$ cat src/rtl/cdc_fifo_arb_pkg.sv
// Shared types and helpers for cdc_fifo_src_arbiter.
//   arb_state_e : arbiter FSM encoding (IDLE, HOLD, BURST).
//   rr_next     : round-robin pointer increment with explicit wrap. It works
//                 for requester counts that are not a power of two.
package cdc_fifo_arb_pkg;

    typedef enum logic [1:0] {
        IDLE  = 2'd0,
        HOLD  = 2'd1,
        BURST = 2'd2
    } arb_state_e;

    // Compare-and-wrap rather than truncating to the index width, because
    // truncation would land on invalid indices when n is not a power of two.
    function automatic int unsigned rr_next(int unsigned idx, int unsigned n);
        if (idx + 1 >= n) begin
            return 0;
        end
        return idx + 1;
    endfunction

endpackage

$ cat src/rtl/rr_pick.sv
// Combinational round-robin search: finds the first set bit of req_i at or
// after ptr_i, wrapping modulo NumInp.
//   req_i : request vector
//   ptr_i : search start index (always < NumInp)
//   any_o : at least one request is set
//   idx_o : index of the winning request (0 when any_o is low)
module rr_pick #(
    parameter int unsigned NumInp   = 4,
    parameter int unsigned IdxWidth = $clog2(NumInp)
) (
    input  logic [NumInp-1:0]   req_i,
    input  logic [IdxWidth-1:0] ptr_i,
    output logic                any_o,
    output logic [IdxWidth-1:0] idx_o
);

    logic [IdxWidth:0]   sum;
    logic [IdxWidth-1:0] cand;

    always_comb begin
        any_o = 1'b0;
        idx_o = '0;
        sum   = '0;
        cand  = '0;
        for (int k = 0; k < int'(NumInp); k++) begin
            // One extra bit so ptr+k cannot overflow before the wrap compare.
            sum = {1'b0, ptr_i} + (IdxWidth+1)'(k);
            if (sum >= (IdxWidth+1)'(NumInp)) begin
                sum = sum - (IdxWidth+1)'(NumInp);
            end
            cand = sum[IdxWidth-1:0];
            if (!any_o && req_i[cand]) begin
                any_o = 1'b1;
                idx_o = cand;
            end
        end
    end

endmodule

$ cat src/rtl/cdc_fifo_src_arbiter.sv
// Round-robin arbiter with burst locking. It shares the source port of a
// cdc_fifo_2phase between NumInp requesters in the FIFO's source clock domain.
// The datapath is purely combinational. The winner index travels with the
// data so that the destination side can demultiplex.
//   clk_i, rst_ni, clr_i       : clock, async active-low reset, sync clear
//   inp_data/last/valid_i      : per-requester beat
//   inp_ready_o                : per-requester ready (only the grant can be 1)
//   oup_data/idx/last/valid_o  : beat towards the FIFO's src_* port
//   oup_ready_i                : FIFO src_ready_o
//   busy_o                     : FSM not in IDLE
//   err_o                      : sticky, a burst ran past MaxBurst beats
module cdc_fifo_src_arbiter
    import cdc_fifo_arb_pkg::*;
#(
    parameter int unsigned NumInp    = 4,
    parameter int unsigned DataWidth = 32,
    parameter int unsigned MaxBurst  = 16,
    parameter int unsigned IdxWidth  = $clog2(NumInp)
) (
    input  logic                             clk_i,
    input  logic                             rst_ni,
    input  logic                             clr_i,
    input  logic [NumInp-1:0][DataWidth-1:0] inp_data_i,
    input  logic [NumInp-1:0]                inp_last_i,
    input  logic [NumInp-1:0]                inp_valid_i,
    output logic [NumInp-1:0]                inp_ready_o,
    output logic [DataWidth-1:0]             oup_data_o,
    output logic [IdxWidth-1:0]              oup_idx_o,
    output logic                             oup_last_o,
    output logic                             oup_valid_o,
    input  logic                             oup_ready_i,
    output logic                             busy_o,
    output logic                             err_o
);

    localparam int unsigned CntWidth = (MaxBurst == 0) ? 1 : $clog2(MaxBurst + 1);
    localparam logic [CntWidth-1:0] CntMax = '1;

    arb_state_e          state_q, state_d;
    logic [IdxWidth-1:0] rr_ptr_q, rr_ptr_d;
    logic [IdxWidth-1:0] lock_idx_q, lock_idx_d;
    logic [CntWidth-1:0] beat_cnt_q, beat_cnt_d;
    logic                err_q, err_d;

    logic                pick_any;
    logic [IdxWidth-1:0] pick_idx;
    logic [IdxWidth-1:0] grant_idx;
    logic                xfer;

    rr_pick #(
        .NumInp  (NumInp),
        .IdxWidth(IdxWidth)
    ) u_rr_pick (
        .req_i(inp_valid_i),
        .ptr_i(rr_ptr_q),
        .any_o(pick_any),
        .idx_o(pick_idx)
    );

    // While reset is asserted the grant is forced to 0 and the handshake is
    // masked. This keeps the FIFO from seeing a beat during reset even if a
    // requester is still driving valid.
    always_comb begin
        grant_idx = '0;
        if (rst_ni) begin
            grant_idx = (state_q == IDLE) ? pick_idx : lock_idx_q;
        end
    end

    always_comb begin
        inp_ready_o = '0;
        if (rst_ni) begin
            inp_ready_o[grant_idx] = oup_ready_i;
        end
    end

    assign oup_data_o  = inp_data_i[grant_idx];
    assign oup_idx_o   = grant_idx;
    assign oup_last_o  = rst_ni & inp_last_i[grant_idx];
    assign oup_valid_o = rst_ni & inp_valid_i[grant_idx];
    assign xfer        = oup_valid_o & oup_ready_i;
    assign busy_o      = (state_q != IDLE);
    assign err_o       = err_q;

    always_comb begin
        state_d    = state_q;
        rr_ptr_d   = rr_ptr_q;
        lock_idx_d = lock_idx_q;
        beat_cnt_d = beat_cnt_q;
        err_d      = err_q;

        if (MaxBurst != 0 && xfer && !oup_last_o &&
            (32'(beat_cnt_q) + 32'd1) >= MaxBurst) begin
            err_d = 1'b1;
        end

        unique case (state_q)
            IDLE: begin
                if (pick_any) begin
                    lock_idx_d = pick_idx;
                    if (!xfer) begin
                        state_d = HOLD;
                    end else if (oup_last_o) begin
                        rr_ptr_d = IdxWidth'(rr_next(32'(pick_idx), NumInp));
                    end else begin
                        state_d    = BURST;
                        beat_cnt_d = CntWidth'(1);
                    end
                end
            end
            HOLD: begin
                if (xfer) begin
                    if (oup_last_o) begin
                        state_d    = IDLE;
                        rr_ptr_d   = IdxWidth'(rr_next(32'(lock_idx_q), NumInp));
                        beat_cnt_d = '0;
                    end else begin
                        state_d    = BURST;
                        beat_cnt_d = CntWidth'(1);
                    end
                end
            end
            BURST: begin
                // A requester dropping valid mid-burst keeps the lock.
                if (xfer) begin
                    if (oup_last_o) begin
                        state_d    = IDLE;
                        rr_ptr_d   = IdxWidth'(rr_next(32'(lock_idx_q), NumInp));
                        beat_cnt_d = '0;
                    end else if (beat_cnt_q != CntMax) begin
                        beat_cnt_d = beat_cnt_q + CntWidth'(1);
                    end
                end
            end
            default: begin
                state_d = IDLE;
            end
        endcase

        // Clear overrides every state update, including one from a beat
        // accepted in the same cycle.
        if (clr_i) begin
            state_d    = IDLE;
            rr_ptr_d   = '0;
            lock_idx_d = '0;
            beat_cnt_d = '0;
            err_d      = 1'b0;
        end
    end

    always_ff @(posedge clk_i or negedge rst_ni) begin
        if (!rst_ni) begin
            state_q    <= IDLE;
            rr_ptr_q   <= '0;
            lock_idx_q <= '0;
            beat_cnt_q <= '0;
            err_q      <= 1'b0;
        end else begin
            state_q    <= state_d;
            rr_ptr_q   <= rr_ptr_d;
            lock_idx_q <= lock_idx_d;
            beat_cnt_q <= beat_cnt_d;
            err_q      <= err_d;
        end
    end

endmodule

$ cat config.mk
export PLATFORM = sky130hd
export DESIGN_NAME = cdc_fifo_src_arbiter
export DESIGN_NICKNAME = d
export VERILOG_FILES = /design/src/rtl/cdc_fifo_arb_pkg.sv /design/src/rtl/rr_pick.sv /design/src/rtl/cdc_fifo_src_arbiter.sv
export SDC_FILE = /design/constraint.sdc
export NUM_CORES = 1
export LEC_CHECK = 0
export CAP_MARGIN = 20
export CORE_AREA = 4 4 71 73
export CTS_CLUSTER_SIZE = 24
export DETAILED_ROUTE_END_ITERATION = 7
export DIE_AREA = 0 0 75 77
export DONT_BUFFER_PORTS = 1
export RECOVER_POWER = 50
export SYNTH_ARGS = -nofsm -noshare
export SYNTH_HDL_FRONTEND = slang
export SYNTH_HIERARCHICAL = 1
export SYNTH_SLANG_ARGS = --single-unit
$ cat constraint.sdc
create_clock -name clk_i -period 6.49 [get_ports clk_i]
set_input_delay 0.649 -clock clk_i [delete_from_list [all_inputs] [get_ports clk_i]]
set_output_delay 0.649 -clock clk_i [all_outputs]
set_load 0.05 [all_outputs]
==> metrics.txt <==
maximum VDD drop 0.288 mV; Worst-path clk slew 0.05 ns; DRC 0; internal cell power 438 uW; Detailed Routing Iterations Pass 1 5; met2 usage in global routing 0.395; Seq/Total Area, Yosys 0.141; HPWL Detailed 6060 um; Crit. Startpoint state_q[0]; Leak 0.00115 uW; delay-heaviest family, CP buffers and inverters; Core Footprint 4350 sq um; CTS tree built; CTS Sinks 12; Nets 522; met3 Use GR 0.0680; ys async rst share 1.00; antenna-violating nets left 0; GRT Overall Usage 0.243; fmax 0.203 GHz; Worst Tran Pin Value 2.32 ns; initial antenna violation count 0; worst clock skew 0.00471 ns; clock root cell clkbuf_8; register share of total power 0.093; grt ovf 0; Area Growth Syn to Fin 10.8%; Max FO, Critical Path 35; number of distinct library cells after synthesis 49; buffers added on ports 0; IO Pins 182; final setup TNS 0 ns; initial drt markers 179; Slew HR -0.544; vias in the first global route 2247; failing checks max-capacitance violations, max-slew violations; Net Count, Synth 504; critical path startpoint category flip-flop; Worst Path Buf+Inv 4; DR WL/cell 18.2 um; critical path endpoint category output port; Final Cycle Share 0.759; Post-Synth XOR/XNOR Area 0; Die ar. 5780 sq um; switch share 0.630; Worst path slowest cell clkinv_1; adder-cell area share of the yosys netlist 0.0468; Main synth FF type dfrtp_1; cells after synthesis 356; maximum number of pins on one net before global-route repair 67; post_cts resized 0; simple logic cell fraction of the synthesized area 0.440; dpl cell area 2360 sq um; Final min period 4.93 ns; first-pass GRT wire length 11200 um; CP peak stage delay 0.97 ns; Mapped Area 2140 sq um; H-tree Lvls 1; Logic pwr share 0.850; die height 77 um; Synth top area share 0.251; layout cell share with drive strength beyond 1 0.129; part of the power in the clock network 0.057; Post-Route WL 7730 um; Clock Tree Buf Depth 2; Initial Util 0.491; critical path type reg2out; Sw Pwr 746 uW; Max-Cap Viols 1; Cell Chain, Critical Path inv_1, ha_1, mux2_1, nand2_1, clkinv_1, clkbuf_1, a31oi_1, buf_4; post-synthesis register bit count 12; mux cell area share after synthesis 0.0433; max-slew violations 6; Worst Path Arrival 4.28 ns; main combinational cell family by area after synthesis simple AND/OR/NAND/NOR gates; Commonest cells post-synth nand2_1 (143), and3_1 (36), a31oi_1 (33); Post-synth EDFFs 0; Ant. Diodes 0; Die Wd 75 um; RePlAce Congestion 0.925; DR vias 2606; Cells after DPL 421; Setup violations, final 0; status finished, violations left; CTS Hold Bufs 0; hold_ws 0.0957 ns; Fin. Hold Viols 0; post-synthesis compound-gate area fraction 0.243; most used routing layer met2; HP Class in2async; Num CTS Buffers 3; synth top area cells nand2_1 (25%), dfrtp_1 (14%), and3_1 (11%); yosys warns 6; Avg Synthesized Cell Area 6.00 sq um; met1 usage 0.302; Worst EP required 5.84 ns; Non-Filler Instances 424; vias per inst 6.15; Crit Reg-Reg Startpoint rr_ptr_q[0]; count leader, synth nand2_1; setup bufs post-CTS 0; unrepaired setup endpoints after global routing no; worst skew pair latency 0.24 ns; Site Rows 24; Finished Cell Area 2370 sq um; Synth area leader nand2_1; PD cells 500 nW/um^2
[logic make-up after synthesis]
kind of cell / Yosys count
DFF: 12
buffers and inverters: 41
and+or+nand+nor: 212
muxes: 8
AOI/OAI and AO/OA: 75
adders and majority gates: 8
[worst paths after layout]
check	endpoint	slack [ns]	cells after the start
setup / recovery	oup_data_o[29]	1.56	8
hold / removal	lock_idx_q[1]	0.1	0
setup reg to reg	beat_cnt_q[0]	1.64	9
hold reg to reg	state_q[0]	0.54	1
max in group asynchronous	beat_cnt_q[0]	6.32	0
min in group clk_i	lock_idx_q[1]	0.46	1
[through the flow]
| step | util | worst slack (ns) | power, uW |
|---|---|---|---|
| after floorplan | - | 2.77 | 906 |
| after CTS | 0.552 | 1.74 | 1200 |
| after global placement | 0.542 | 2.03 | 1110 |
| final | 0.544 | 1.56 | 1180 |
| after detailed placement | 0.542 | 1.90 | 1120 |
| after global routing | 0.544 | 1.32 | 1250 |
[routing by layer]
| layer | vias up | routed length (um) |
|---|---|---|
| met3 | 16 | 778 |
| met1 | 1195 | 2960 |
| met2 | 129 | 3850 |
| met4 | 0 | 142 |
| li1 | 1266 | - |
| met5 | - | 0 |
[final cells by class]
cell class / instances / area, sq um
tap: 52 / 65.1
multi-input combinational: 303 / 1630
fill: 441 / 1990
clock buffer: 3 / 41.3
inverter: 17 / 63.8
timing repair buffer: 37 / 267
sequential: 12 / 300
[registers in the layout, summed over array words and instances (netlist names)]
name and cells:
state_q 2, rr_ptr_q 2, lock_idx_q 2, beat_cnt_q 5, err_o 1
[power groups by stage]
| stage | logic [uW] | clock network [uW] | registers [uW] |
|---|---|---|---|
| 2_1_floorplan | 801 | 0 | 105 |
| 3_3_place_gp | 1000 | 0 | 108 |
| 3_5_place_dp | 1010 | 0 | 111 |
| 4_1_cts | 1020 | 70.1 | 110 |
| 5_1_grt | 1070 | 73.7 | 113 |
| 6_report | 1010 | 68.1 | 110 |
[layout by cell type (no fill, tap or decap), types with 2 or more instances in the layout]
master / instances
a21oi_1: 11
mux2_2: 2
inv_1: 14
a31oi_1: 33
ha_1: 8
clkbuf_1: 3
mux2i_1: 3
clkinv_1: 2
a211oi_1: 2
nor3_1: 2
buf_4: 34
clkbuf_8: 3
o21ai_0: 8
nand3_1: 10
o22ai_1: 2
and3_1: 36
dfrtp_1: 12
a2bb2oi_1: 3
nand2_1: 142
o211ai_1: 2
or3_1: 3
nor2_1: 9
o221ai_1: 2
Note: power is estimated with default switching activity, not from simulation.
